## config.mk

```make
export PLATFORM = sky130hd
export DESIGN_NAME = control_unit_flat
export DESIGN_NICKNAME = d
export VERILOG_FILES = /design/src/rtl/control_unit_pkg.sv /design/src/rtl/control_unit_if.sv /design/src/rtl/control_unit_decode.sv /design/src/rtl/control_unit.sv /design/src/flat_wrapper.sv
export SDC_FILE = /design/constraint.sdc
export NUM_CORES = 1
export LEC_CHECK = 0
export CAP_MARGIN = 25
export CORE_MARGIN = 2
export CORE_UTILIZATION = 43
export CTS_BUF_LIST = sky130_fd_sc_hd__clkbuf_4 sky130_fd_sc_hd__clkbuf_8
export DETAILED_ROUTE_END_ITERATION = 10
export GPL_ROUTABILITY_DRIVEN = 0
export PLACE_DENSITY = 0.91
export RECOVER_POWER = 50
export REMOVE_ABC_BUFFERS = 1
export SKIP_LAST_GASP = 1
export SLEW_MARGIN = 20
export SYNTH_ARGS = -nofsm -noshare
export SYNTH_HDL_FRONTEND = slang
export SYNTH_SLANG_ARGS = --single-unit
```

## constraint.sdc

```tcl
create_clock -name Clock -period 6.2 [get_ports Clock]
set_clock_uncertainty 0.1 [all_clocks]
set_input_delay 0.62 -clock Clock [delete_from_list [all_inputs] [get_ports Clock]]
set_output_delay 0.62 -clock Clock [all_outputs]
set_load 0.005 [all_outputs]
```

## src/rtl/control_unit_pkg.sv

```systemverilog
// Shared definitions for the control unit: opcodes, ALU codes, FSM states,
// instruction classes and the internal strobe bundle.
package control_unit_pkg;

  localparam int OPC_W = 5;
  typedef logic [OPC_W-1:0] opcode_t;

  localparam opcode_t OP_LD   = 5'd0,  OP_LDI  = 5'd1,  OP_ST   = 5'd2,
                      OP_ADD  = 5'd3,  OP_SUB  = 5'd4,  OP_AND  = 5'd5,
                      OP_OR   = 5'd6,  OP_ROR  = 5'd7,  OP_ROL  = 5'd8,
                      OP_SHR  = 5'd9,  OP_SHRA = 5'd10, OP_SHL  = 5'd11,
                      OP_ADDI = 5'd12, OP_ANDI = 5'd13, OP_ORI  = 5'd14,
                      OP_MUL  = 5'd15, OP_DIV  = 5'd16, OP_NEG  = 5'd17,
                      OP_NOT  = 5'd18, OP_BR   = 5'd19, OP_JR   = 5'd20,
                      OP_IN   = 5'd22, OP_OUT  = 5'd23, OP_MFHI = 5'd24,
                      OP_MFLO = 5'd25, OP_NOP  = 5'd26, OP_HALT = 5'd27;

  // The ALU decodes the opcode itself, so ALU codes share opcode values.
  localparam opcode_t ALU_NONE = 5'd0;
  localparam opcode_t ALU_ADD  = OP_ADD;

  typedef enum logic [3:0] {
    S_RESET = 4'd0,
    S_T0    = 4'd1, S_T1 = 4'd2, S_T2 = 4'd3, S_T3 = 4'd4,
    S_T4    = 4'd5, S_T5 = 4'd6, S_T6 = 4'd7, S_T7 = 4'd8,
    S_HALT  = 4'd9
  } state_t;

  typedef enum logic [3:0] {
    C_ALU_RR, C_ALU_IMM, C_MULDIV, C_UNARY, C_LD, C_LDI, C_ST, C_BR,
    C_JR, C_IN, C_OUT, C_MFHI, C_MFLO, C_NOP, C_HALT
  } iclass_t;

  typedef struct packed {
    logic    pc_out, mar_en, inc_pc, zlow_in, zhigh_in, zlow_out, zhigh_out;
    logic    pc_en, mdr_read, mdr_en, mdr_out, ir_en, ram_write;
    logic    gra, grb, grc, r_in, r_out, ba_out, c_out, y_en, con_en;
    logic    hi_en, lo_en, hi_out, lo_out, inport_out, outport_en;
    opcode_t alu_op;
    logic    run;
  } ctrl_t;

  // Final T step of each instruction class.
  function automatic state_t last_step(input iclass_t c);
    case (c)
      C_UNARY:                     return S_T4;
      C_ALU_RR, C_ALU_IMM, C_LDI:  return S_T5;
      C_MULDIV, C_BR:              return S_T6;
      C_LD, C_ST:                  return S_T7;
      default:                     return S_T3;
    endcase
  endfunction

endpackage

```

## src/rtl/control_unit_if.sv

```systemverilog
// Control-unit <-> datapath bundle: instruction/condition/halt inputs and
// every control strobe the datapath consumes.
interface control_unit_if #(
  parameter int IR_W = 32,
  parameter int OP_W = 5
);
  logic [IR_W-1:0] IR;
  logic            CON_FF;
  logic            Stop;

  logic PCout, MAR_enable, IncPC, ZLowIn, ZHighIn, ZLowout, ZHighout;
  logic PC_enable, MDR_read, MDR_enable, MDRout, IR_enable, RAM_write;
  logic Gra, Grb, Grc, R_in, R_out, BAout, Cout, Y_enable, CON_enable;
  logic HI_enable, LO_enable, HIout, LOout, InPortout, OutPort_enable;
  logic [OP_W-1:0] ALU_op;
  logic            Run;

  modport master (
    input  IR, CON_FF, Stop,
    output PCout, MAR_enable, IncPC, ZLowIn, ZHighIn, ZLowout, ZHighout,
           PC_enable, MDR_read, MDR_enable, MDRout, IR_enable, RAM_write,
           Gra, Grb, Grc, R_in, R_out, BAout, Cout, Y_enable, CON_enable,
           HI_enable, LO_enable, HIout, LOout, InPortout, OutPort_enable,
           ALU_op, Run
  );

  modport slave (
    output IR, CON_FF, Stop,
    input  PCout, MAR_enable, IncPC, ZLowIn, ZHighIn, ZLowout, ZHighout,
           PC_enable, MDR_read, MDR_enable, MDRout, IR_enable, RAM_write,
           Gra, Grb, Grc, R_in, R_out, BAout, Cout, Y_enable, CON_enable,
           HI_enable, LO_enable, HIout, LOout, InPortout, OutPort_enable,
           ALU_op, Run
  );
endinterface

```

## src/rtl/control_unit_decode.sv

```systemverilog
// Combinational opcode classifier; unassigned opcodes behave as nop.
module control_unit_decode
  import control_unit_pkg::*;
(
  input  opcode_t opcode,
  output iclass_t iclass
);

  always_comb begin
    iclass = C_NOP;
    case (opcode)
      OP_ADD, OP_SUB, OP_AND, OP_OR, OP_SHR,
      OP_SHRA, OP_SHL, OP_ROR, OP_ROL:      iclass = C_ALU_RR;
      OP_ADDI, OP_ANDI, OP_ORI:             iclass = C_ALU_IMM;
      OP_MUL, OP_DIV:                       iclass = C_MULDIV;
      OP_NEG, OP_NOT:                       iclass = C_UNARY;
      OP_LD:                                iclass = C_LD;
      OP_LDI:                               iclass = C_LDI;
      OP_ST:                                iclass = C_ST;
      OP_BR:                                iclass = C_BR;
      OP_JR:                                iclass = C_JR;
      OP_IN:                                iclass = C_IN;
      OP_OUT:                               iclass = C_OUT;
      OP_MFHI:                              iclass = C_MFHI;
      OP_MFLO:                              iclass = C_MFLO;
      OP_HALT:                              iclass = C_HALT;
      default:                              iclass = C_NOP;
    endcase
  end

endmodule

```

## src/rtl/control_unit.sv

```systemverilog
// Moore-style sequencer: fetch in T0-T2, class-specific execute steps in
// T3-T7, with halt via the halt opcode or a deferred Stop request.
module control_unit
  import control_unit_pkg::*;
#(
  parameter int IR_W = 32,
  parameter int OP_W = 5
) (
  input  logic Clock,
  input  logic Clear,
  control_unit_if.master cu
);

  state_t  state, state_nx;
  logic    stop_pending, stop_nx;
  logic    in_t, instr_end;
  opcode_t opcode;
  iclass_t iclass;
  ctrl_t   c;
  logic    ir_unused;

  assign opcode    = opcode_t'(cu.IR[IR_W-1 -: OP_W]);
  assign ir_unused = ^cu.IR[IR_W-OP_W-1:0];

  control_unit_decode u_decode (
    .opcode (opcode),
    .iclass (iclass)
  );

  assign in_t      = (state >= S_T0) && (state <= S_T7);
  // ">=" keeps the sequence bounded even if IR changes mid-instruction.
  assign instr_end = (state >= S_T3) && ((state >= last_step(iclass)) || (state == S_T7));

  always_ff @(posedge Clock) begin
    if (!Clear) begin
      state        <= S_RESET;
      stop_pending <= 1'b0;
    end else begin
      state        <= state_nx;
      stop_pending <= stop_nx;
    end
  end

  // Stop is remembered and only acted on when the current instruction ends.
  always_comb begin
    state_nx = state;
    stop_nx  = stop_pending | (in_t & cu.Stop);
    case (state)
      S_RESET: state_nx = S_T0;
      S_HALT:  state_nx = S_HALT;
      default: begin
        if (instr_end)
          state_nx = ((iclass == C_HALT) || stop_nx) ? S_HALT : S_T0;
        else
          state_nx = state_t'(state + 4'd1);
      end
    endcase
  end

  always_comb begin
    c     = '0;
    c.run = in_t;
    case (state)
      S_T0: begin c.pc_out = 1'b1; c.mar_en = 1'b1; c.inc_pc = 1'b1; c.zlow_in = 1'b1; end
      S_T1: begin c.zlow_out = 1'b1; c.pc_en = 1'b1; c.mdr_read = 1'b1; c.mdr_en = 1'b1; end
      S_T2: begin c.mdr_out = 1'b1; c.ir_en = 1'b1; end
      S_T3, S_T4, S_T5, S_T6, S_T7: begin
        case (iclass)
          C_ALU_RR, C_ALU_IMM: begin
            case (state)
              S_T3: begin c.grb = 1'b1; c.r_out = 1'b1; c.y_en = 1'b1; end
              S_T4: begin
                c.alu_op  = opcode;
                c.zlow_in = 1'b1;
                if (iclass == C_ALU_IMM) c.c_out = 1'b1;
                else begin c.grc = 1'b1; c.r_out = 1'b1; end
              end
              S_T5: begin c.zlow_out = 1'b1; c.gra = 1'b1; c.r_in = 1'b1; end
              default: ;
            endcase
          end
          C_MULDIV: begin
            case (state)
              S_T3: begin c.gra = 1'b1; c.r_out = 1'b1; c.y_en = 1'b1; end
              S_T4: begin
                c.grb = 1'b1; c.r_out = 1'b1; c.alu_op = opcode;
                c.zhigh_in = 1'b1; c.zlow_in = 1'b1;
              end
              S_T5: begin c.zlow_out = 1'b1; c.lo_en = 1'b1; end
              S_T6: begin c.zhigh_out = 1'b1; c.hi_en = 1'b1; end
              default: ;
            endcase
          end
          C_UNARY: begin
            case (state)
              S_T3: begin c.grb = 1'b1; c.r_out = 1'b1; c.alu_op = opcode; c.zlow_in = 1'b1; end
              S_T4: begin c.zlow_out = 1'b1; c.gra = 1'b1; c.r_in = 1'b1; end
              default: ;
            endcase
          end
          C_LD, C_LDI, C_ST: begin
            case (state)
              S_T3: begin c.grb = 1'b1; c.ba_out = 1'b1; c.y_en = 1'b1; end
              S_T4: begin c.c_out = 1'b1; c.alu_op = ALU_ADD; c.zlow_in = 1'b1; end
              S_T5: begin
                c.zlow_out = 1'b1;
                if (iclass == C_LDI) begin c.gra = 1'b1; c.r_in = 1'b1; end
                else c.mar_en = 1'b1;
              end
              S_T6: begin
                c.mdr_en = 1'b1;
                if (iclass == C_ST) begin c.gra = 1'b1; c.r_out = 1'b1; end
                else c.mdr_read = 1'b1;
              end
              S_T7: begin
                if (iclass == C_ST) c.ram_write = 1'b1;
                else begin c.mdr_out = 1'b1; c.gra = 1'b1; c.r_in = 1'b1; end
              end
              default: ;
            endcase
          end
          C_BR: begin
            case (state)
              S_T3: begin c.gra = 1'b1; c.r_out = 1'b1; c.con_en = 1'b1; end
              S_T4: begin c.pc_out = 1'b1; c.y_en = 1'b1; end
              S_T5: begin c.c_out = 1'b1; c.alu_op = ALU_ADD; c.zlow_in = 1'b1; end
              S_T6: begin c.zlow_out = 1'b1; c.pc_en = cu.CON_FF; end
              default: ;
            endcase
          end
          C_JR:   if (state == S_T3) begin c.gra = 1'b1; c.r_out = 1'b1; c.pc_en = 1'b1; end
          C_IN:   if (state == S_T3) begin c.inport_out = 1'b1; c.gra = 1'b1; c.r_in = 1'b1; end
          C_OUT:  if (state == S_T3) begin c.gra = 1'b1; c.r_out = 1'b1; c.outport_en = 1'b1; end
          C_MFHI: if (state == S_T3) begin c.hi_out = 1'b1; c.gra = 1'b1; c.r_in = 1'b1; end
          C_MFLO: if (state == S_T3) begin c.lo_out = 1'b1; c.gra = 1'b1; c.r_in = 1'b1; end
          default: ;
        endcase
      end
      default: ;
    endcase
  end

  assign cu.PCout          = c.pc_out;
  assign cu.MAR_enable     = c.mar_en;
  assign cu.IncPC          = c.inc_pc;
  assign cu.ZLowIn         = c.zlow_in;
  assign cu.ZHighIn        = c.zhigh_in;
  assign cu.ZLowout        = c.zlow_out;
  assign cu.ZHighout       = c.zhigh_out;
  assign cu.PC_enable      = c.pc_en;
  assign cu.MDR_read       = c.mdr_read;
  assign cu.MDR_enable     = c.mdr_en;
  assign cu.MDRout         = c.mdr_out;
  assign cu.IR_enable      = c.ir_en;
  assign cu.RAM_write      = c.ram_write;
  assign cu.Gra            = c.gra;
  assign cu.Grb            = c.grb;
  assign cu.Grc            = c.grc;
  assign cu.R_in           = c.r_in;
  assign cu.R_out          = c.r_out;
  assign cu.BAout          = c.ba_out;
  assign cu.Cout           = c.c_out;
  assign cu.Y_enable       = c.y_en;
  assign cu.CON_enable     = c.con_en;
  assign cu.HI_enable      = c.hi_en;
  assign cu.LO_enable      = c.lo_en;
  assign cu.HIout          = c.hi_out;
  assign cu.LOout          = c.lo_out;
  assign cu.InPortout      = c.inport_out;
  assign cu.OutPort_enable = c.outport_en;
  assign cu.ALU_op         = OP_W'(c.alu_op);
  assign cu.Run            = c.run;

endmodule
```

## src/flat_wrapper.sv

```systemverilog
// flat-port wrapper written by rule: the top's interface ports become plain ports
module control_unit_flat import control_unit_pkg::*;
#(
  parameter int IR_W = 32,
  parameter int OP_W = 5
)
  (Clock, Clear, cu_IR, cu_CON_FF, cu_Stop, cu_PCout, cu_MAR_enable, cu_IncPC, cu_ZLowIn, cu_ZHighIn, cu_ZLowout, cu_ZHighout, cu_PC_enable, cu_MDR_read, cu_MDR_enable, cu_MDRout, cu_IR_enable, cu_RAM_write, cu_Gra, cu_Grb, cu_Grc, cu_R_in, cu_R_out, cu_BAout, cu_Cout, cu_Y_enable, cu_CON_enable, cu_HI_enable, cu_LO_enable, cu_HIout, cu_LOout, cu_InPortout, cu_OutPort_enable, cu_ALU_op, cu_Run);
  control_unit_if #(.IR_W(IR_W), .OP_W(OP_W)) cu_i ();
  input  logic Clock;
  input  logic Clear;
  input wire logic [$bits(cu_i.IR)-1:0] cu_IR;
  input wire logic [$bits(cu_i.CON_FF)-1:0] cu_CON_FF;
  input wire logic [$bits(cu_i.Stop)-1:0] cu_Stop;
  output wire logic [$bits(cu_i.PCout)-1:0] cu_PCout;
  output wire logic [$bits(cu_i.MAR_enable)-1:0] cu_MAR_enable;
  output wire logic [$bits(cu_i.IncPC)-1:0] cu_IncPC;
  output wire logic [$bits(cu_i.ZLowIn)-1:0] cu_ZLowIn;
  output wire logic [$bits(cu_i.ZHighIn)-1:0] cu_ZHighIn;
  output wire logic [$bits(cu_i.ZLowout)-1:0] cu_ZLowout;
  output wire logic [$bits(cu_i.ZHighout)-1:0] cu_ZHighout;
  output wire logic [$bits(cu_i.PC_enable)-1:0] cu_PC_enable;
  output wire logic [$bits(cu_i.MDR_read)-1:0] cu_MDR_read;
  output wire logic [$bits(cu_i.MDR_enable)-1:0] cu_MDR_enable;
  output wire logic [$bits(cu_i.MDRout)-1:0] cu_MDRout;
  output wire logic [$bits(cu_i.IR_enable)-1:0] cu_IR_enable;
  output wire logic [$bits(cu_i.RAM_write)-1:0] cu_RAM_write;
  output wire logic [$bits(cu_i.Gra)-1:0] cu_Gra;
  output wire logic [$bits(cu_i.Grb)-1:0] cu_Grb;
  output wire logic [$bits(cu_i.Grc)-1:0] cu_Grc;
  output wire logic [$bits(cu_i.R_in)-1:0] cu_R_in;
  output wire logic [$bits(cu_i.R_out)-1:0] cu_R_out;
  output wire logic [$bits(cu_i.BAout)-1:0] cu_BAout;
  output wire logic [$bits(cu_i.Cout)-1:0] cu_Cout;
  output wire logic [$bits(cu_i.Y_enable)-1:0] cu_Y_enable;
  output wire logic [$bits(cu_i.CON_enable)-1:0] cu_CON_enable;
  output wire logic [$bits(cu_i.HI_enable)-1:0] cu_HI_enable;
  output wire logic [$bits(cu_i.LO_enable)-1:0] cu_LO_enable;
  output wire logic [$bits(cu_i.HIout)-1:0] cu_HIout;
  output wire logic [$bits(cu_i.LOout)-1:0] cu_LOout;
  output wire logic [$bits(cu_i.InPortout)-1:0] cu_InPortout;
  output wire logic [$bits(cu_i.OutPort_enable)-1:0] cu_OutPort_enable;
  output wire logic [$bits(cu_i.ALU_op)-1:0] cu_ALU_op;
  output wire logic [$bits(cu_i.Run)-1:0] cu_Run;
  assign cu_i.IR = cu_IR;
  assign cu_i.CON_FF = cu_CON_FF;
  assign cu_i.Stop = cu_Stop;
  assign cu_PCout = cu_i.PCout;
  assign cu_MAR_enable = cu_i.MAR_enable;
  assign cu_IncPC = cu_i.IncPC;
  assign cu_ZLowIn = cu_i.ZLowIn;
  assign cu_ZHighIn = cu_i.ZHighIn;
  assign cu_ZLowout = cu_i.ZLowout;
  assign cu_ZHighout = cu_i.ZHighout;
  assign cu_PC_enable = cu_i.PC_enable;
  assign cu_MDR_read = cu_i.MDR_read;
  assign cu_MDR_enable = cu_i.MDR_enable;
  assign cu_MDRout = cu_i.MDRout;
  assign cu_IR_enable = cu_i.IR_enable;
  assign cu_RAM_write = cu_i.RAM_write;
  assign cu_Gra = cu_i.Gra;
  assign cu_Grb = cu_i.Grb;
  assign cu_Grc = cu_i.Grc;
  assign cu_R_in = cu_i.R_in;
  assign cu_R_out = cu_i.R_out;
  assign cu_BAout = cu_i.BAout;
  assign cu_Cout = cu_i.Cout;
  assign cu_Y_enable = cu_i.Y_enable;
  assign cu_CON_enable = cu_i.CON_enable;
  assign cu_HI_enable = cu_i.HI_enable;
  assign cu_LO_enable = cu_i.LO_enable;
  assign cu_HIout = cu_i.HIout;
  assign cu_LOout = cu_i.LOout;
  assign cu_InPortout = cu_i.InPortout;
  assign cu_OutPort_enable = cu_i.OutPort_enable;
  assign cu_ALU_op = cu_i.ALU_op;
  assign cu_Run = cu_i.Run;
  control_unit #(.IR_W(IR_W), .OP_W(OP_W)) u_core (.Clock(Clock), .Clear(Clear), .cu(cu_i));
endmodule
```

==> results.json, run 1 <==
{
  "yosysTopAreaCell": "ha_1",
  "min_path_type": "flip-flop to flip-flop",
  "clk_pin_slew_ns": 0.04,
  "irDropWorstVdd_uv": 145.8,
  "crit_fanout": 12,
  "finalPower_mw": 0.1598,
  "dr_total_vias": 1454,
  "clockBufferDepth": 2,
  "grt_overflow": 0,
  "synth.distinct_cells": 52,
  "avgSynthCellArea_um2": 6.766,
  "totalWireLength_um": 3467,
  "synth-async-reset-ratio": 0,
  "ctsResizeCount": 0,
  "dpl.hpwl_um": 2759,
  "crit_start": "cu_IR[27]",
  "synth_ff_type": "dfxtp_1",
  "grt_pass1_wl_um": 5830,
  "grt_max_degree": 19,
  "insertedDiodeCount": 0,
  "yosysMostFrequentCell": "nor2_1",
  "tightest_slew_ns": 0.9242,
  "antenna_found_initial": 0,
  "synth.cell_area_mm2": 0.001245,
  "relSlewSlack": 0.3839,
  "seq_area_frac_synth": 0.08040,
  "clk_latency_ns": 0.24,
  "top_level_ports": 70,
  "layout.cells.non_filler": 250,
  "fp.dieArea_mm2": 0.003341,
  "crit_arrival_ns": 4.13,
  "yosysTopAreaCellShare": 0.1307,
  "start_kind": "input port",
  "synth_area_leaders": "ha_1, dfxtp_1, nor2_1, o21ai_0, nand2_1",
  "coreArea_mm2": 0.002758,
  "fin_tns_setup_ns": 0,
  "grt_pass1_vias": 1315,
  "power_density_mw_per_mm2": 95.89,
  "status": "finished clean",
  "drv_slew": 0,
  "nets": 269,
  "fin_util": 0.6044,
  "port_buffers": 42,
  "cp.required_ns": 5.48,
  "r2r_setup_slack_ns": 3.75,
  "cp-end-kind": "output port",
  "placed_cells": 246,
  "post_dp_cell_area_mm2": 0.001643,
  "clock-sinks": 5,
  "max_freq_ghz": 0.2062,
  "wl_per_cell_um": 13.87,
  "dpl_worst_slack_ns": 1.493,
  "leakage_nw": 0.7078,
  "syn2layout_area_growth_pct": 33.87,
  "rows": 19,
  "cts_inserted_buffers": 3,
  "setup_slack_ns": 1.350,
  "rsz0062_at_grt": "no",
  "die_w_um": 57.81,
  "reg2reg_from": "u_core.state[0]",
  "maxCapViolCount": 0,
  "antenna_left": 0,
  "start_util": 0.4515,
  "final_cell_area_mm2": 0.001667,
  "period_needed_ns": 4.850,
  "die-height_um": 57.81,
  "root_buffer": "clkbuf_4",
  "nFillCells": 262,
  "synth_edf_count": 0,
  "ctsHoldBuffers": 0,
  "crit_type": "input port to output port",
  "drc_errors": 0,
  "yosysWarningCount": 0,
  "postCtsSetupBuffers": 0,
  "track_usage": 0.2140,
  "cts_tree": "built",
  "setup_viol": 0,
  "synth_cells": 184,
  "holdWs_ns": 0.3741,
  "htreeDepth": 1,
  "hold_viol_final": 0,
  "via_per_inst": 5.816,
  "firstDrtPassIters": 4,
  "drive_gt1_frac": 0.03653,
  "hold_start": "u_core.stop_pending",
  "post-route-period-util": 0.7823,
  "netlist_top_cells_count": "nor2_1, nand2_1, ha_1, o21ai_0, and2_1",
  "synth_seq_cells": 5,
  "drtIter0Drc": 66
}
kinds of logic (layout without fill, tap and decap cells):
family | count (synthesis) | in the layout | share of synthesized area
flip-flops | 5 | 5 | 0.08041
buffers and inverters | 18 | 53 | 0.07035
AO/OA/AOI/OAI | 58 | 58 | 0.3236
AND/OR/NAND/NOR | 84 | 84 | 0.3457
multiplexers | 5 | 5 | 0.04221
adder cells (fa/ha/maj) | 13 | 13 | 0.1307
XOR/XNOR | 1 | 1 | 0.007036
critical path, cell delays in order:
cell,delay [ns]
dlygate4sd3_1,0.67
inv_1,0.10
ha_1,0.30
or2b_1,0.09
o221ai_1,0.21
a22oi_1,0.82
mux2_2,0.41
nor2_1,0.22
and2_1,0.17
clkdlybuf4s50_1,0.50
power by group:
group / internal [mW] / switching (mW) / total, mW
Clock: 0.0287 / 0.0130 / 0.0416
Sequential: 0.0343 / 0.00212 / 0.0364
Combinational: 0.0357 / 0.0460 / 0.0817
Total: 0.0987 / 0.0611 / 0.160
area by class of cell:
type	count	area [um2]	share of cell area
flip-flops and latches	5	100.1	0.06006
inverters	7	26.28	0.01577
multi-input cells	161	1051	0.6306
well taps	31	38.79	0.02327
clock buffers	4	30.03	0.01802
repair buffers	42	420.4	0.2523
path summary, 6_finish.rpt:
path | endpoint | cells past startpoint
worst max-delay path | cu_ALU_op[3] | 10
worst min-delay path | u_core.stop_pending | 2
worst max register to register | u_core.state[0] | 7
worst min register to register | u_core.stop_pending | 2
layer usage:
| layer | routed length, um | share of wire | vias to the layer above | global-route usage |
|---|---|---|---|---|
| li1 | - | - | 740 | - |
| met1 | 1636 | 0.47 | 644 | 0.3261 |
| met2 | 1487 | 0.43 | 68 | 0.3312 |
| met3 | 328 | 0.095 | 2 | 0.02679 |
| met4 | 15 | 0.0043 | 0 | 0.02326 |
| met5 | 0 | 0 | - | 0 |
state kept, by name, summed over array words and instances (netlist names):
name                 cells
u_core.state             4
u_core.stop_pending      1
layout by cell type (no fill, tap or decap), drive strengths merged, types with 3 or more instances in the layout:
cell type and count:
a21o 3, a21oi 6, and2 9, clkbuf 4, clkdlybuf4s50 27, dfxtp 5
dlygate4sd3 15, ha 13, inv 7, mux2i 3, nand2 17, nand2b 4
nand3 5, nor2 24, nor2b 8, o21a 4, o21ai 18, o21bai 3
o31ai 3
Note: power is estimated with default switching activity, not from simulation.
==> run 2: changes to the inputs <==
- CORE_UTILIZATION: 43 -> 40
- PLACE_DENSITY: 0.91 -> 0.85
- clock period: 6.2 -> 4.7 ns (I/O delays scaled with it)
==> results.json, run 2 (synthesis gave the netlist of run 1 again) <==
{
  "syn2layout_area_growth_pct": 36.18,
  "insertedDiodeCount": 0,
  "r2r_setup_slack_ns": 2.30,
  "leakage_nw": 0.7109,
  "worstSetupEndpoint": "u_core.state[0]",
  "drive_gt1_frac": 0.05430,
  "root_buffer": "clkbuf_4",
  "path_buf_inv": 2,
  "cp.required_ns": 4.72,
  "top_level_ports": 70,
  "track_usage": 0.2113,
  "crit_start": "cu_IR[27]",
  "fin_tns_setup_ns": 0,
  "wl_per_cell_um": 14.42,
  "post_dp_cell_area_mm2": 0.001660,
  "final_cell_area_mm2": 0.001695,
  "clk_latency_ns": 0.27,
  "drv_slew": 0,
  "worst-path-stages": 13,
  "port_buffers": 42,
  "period_needed_ns": 4.309,
  "setup_viol": 0,
  "cp-end-kind": "flip-flop",
  "min_path_type": "flip-flop to flip-flop",
  "hold_viol_final": 0,
  "tightest_slew_ns": 0.5472,
  "crit_arrival_ns": 4.33,
  "rows": 20,
  "via_per_inst": 5.823,
  "dr_total_vias": 1479,
  "crit_family": "compound AO/OA/AOI/OAI gates",
  "largest_reg_flops": 4,
  "r2r_end": "u_core.state[0]",
  "grt_overflow": 0,
  "maxCapViolCount": 0,
  "regMostFlops": "u_core.state",
  "cpPeakStageDelay_ns": 0.66,
  "cts_tree": "built",
  "slowest_stage": "dlygate4sd3_1",
  "ff2ff_path_depth": 7,
  "finalPower_mw": 0.2208,
  "coreArea_mm2": 0.003003,
  "start_util": 0.4146,
  "crit_type": "input port to flip-flop",
  "post-route-period-util": 0.9168,
  "grt_max_degree": 19,
  "hold_start": "u_core.stop_pending",
  "relSlewSlack": 0.6258,
  "path_cells": "dlygate4sd3_1 -> inv_1 -> ha_1 -> or2_2 -> a22oi_1 -> and2_0 -> nor2_1 -> ha_1 -> nand2b_1 -> a2111oi_0 -> o21ai_0 -> o32ai_1 -> a21boi_0",
  "final_common_cell": "clkdlybuf4s50_1",
  "die_w_um": 59.79,
  "power_density_mw_per_mm2": 130.2,
  "htreeDepth": 1,
  "holdWs_ns": 0.3859,
  "totalWireLength_um": 3663,
  "antenna_left": 0,
  "clockBufferDepth": 2,
  "drtIter0Drc": 85,
  "start_kind": "input port",
  "grt_pass1_vias": 1287,
  "drc_errors": 0,
  "antenna_found_initial": 0,
  "grt_pass1_wl_um": 5871,
  "dpl.hpwl_um": 2855,
  "cts_inserted_buffers": 3,
  "crit_fanout": 9,
  "max_freq_ghz": 0.2321,
  "clk_pin_slew_ns": 0.05,
  "rsz0062_at_grt": "no",
  "crit_top_cell": "ha_1",
  "fp.dieArea_mm2": 0.003575,
  "status": "finished clean",
  "mostFrequentLayoutCells": "clkdlybuf4s50_1, nor2_1, nand2_1",
  "nets": 271,
  "reg2reg_from": "u_core.state[0]",
  "firstDrtPassIters": 4,
  "clock-sinks": 5,
  "irDropWorstVdd_uv": 198.4,
  "reg_top3": "u_core.state: 4 flops, u_core.stop_pending: 1 flops",
  "die-height_um": 59.79
}
[run 2: changes by cell type in the layout (fill, tap and decap cells not counted)]
cell / change
buf_4: +2
clkdlybuf4s50_1: +2
dlygate4sd3_1: -2
a22oi_1: -1
a22oi_2: +1
o221ai_1: -1
o221ai_2: +1
[run 2: layer usage]
metal / vias to the layer above / share of wire / track usage
li1: 743 / - / -
met1: 657 / 0.44 / 0.2911
met2: 73 / 0.46 / 0.3416
met3: 6 / 0.074 / 0.03896
met4: 0 / 0.016 / 0.04444
met5: - / 0 / 0
[run 2: what timing repair did]
item	4_1_cts	5_1_grt
endpoints found under the setup margin	0	1
hold buffers	0	0
gates resized for setup	0	1
buffers inserted	0	0
[run 2: worst min-delay path, cell delays in order, from the launching register on]
cell     delay [ns]
dfxtp_1        0.30
a21oi_1        0.05
nor2b_1        0.10
[run 2: worst min path at each step]
stage,end,slack (ns),cells after the start
6_report,u_core.stop_pending,0.39,2
5_1_grt,u_core.stop_pending,0.42,2
4_1_cts,u_core.stop_pending,0.39,2
3_5_place_dp,u_core.stop_pending,0.38,2
3_3_place_gp,u_core.stop_pending,0.36,2
2_1_floorplan,u_core.stop_pending,0.35,2
[run 2: power by group]
part / switching [mW] / leakage [nW] / internal (mW)
Sequential: 0.00293 / 0.0411 / 0.0452
Clock: 0.0230 / 0.0184 / 0.0382
Combinational: 0.0625 / 0.651 / 0.0490
[run 2: cell type report]
cell class	instances	area, um2
well taps	33	41.29
inverters	7	26.28
flip-flops and latches	5	100.1
clock buffers	4	30.03
multi-input cells	161	1062
fillers	295	1308
repair buffers	44	435.4
[run 2: stage by stage]
stage | util | cells | worst slack [ns]
floorplan | - | 173 | 1.324
global placement | 0.5529 | 250 | 0.3319
detailed placement | 0.5529 | 250 | 0.2230
CTS | 0.5629 | 254 | 0.2460
global route | 0.5646 | 254 | 0.1821
finish | 0.5646 | 254 | 0.3910
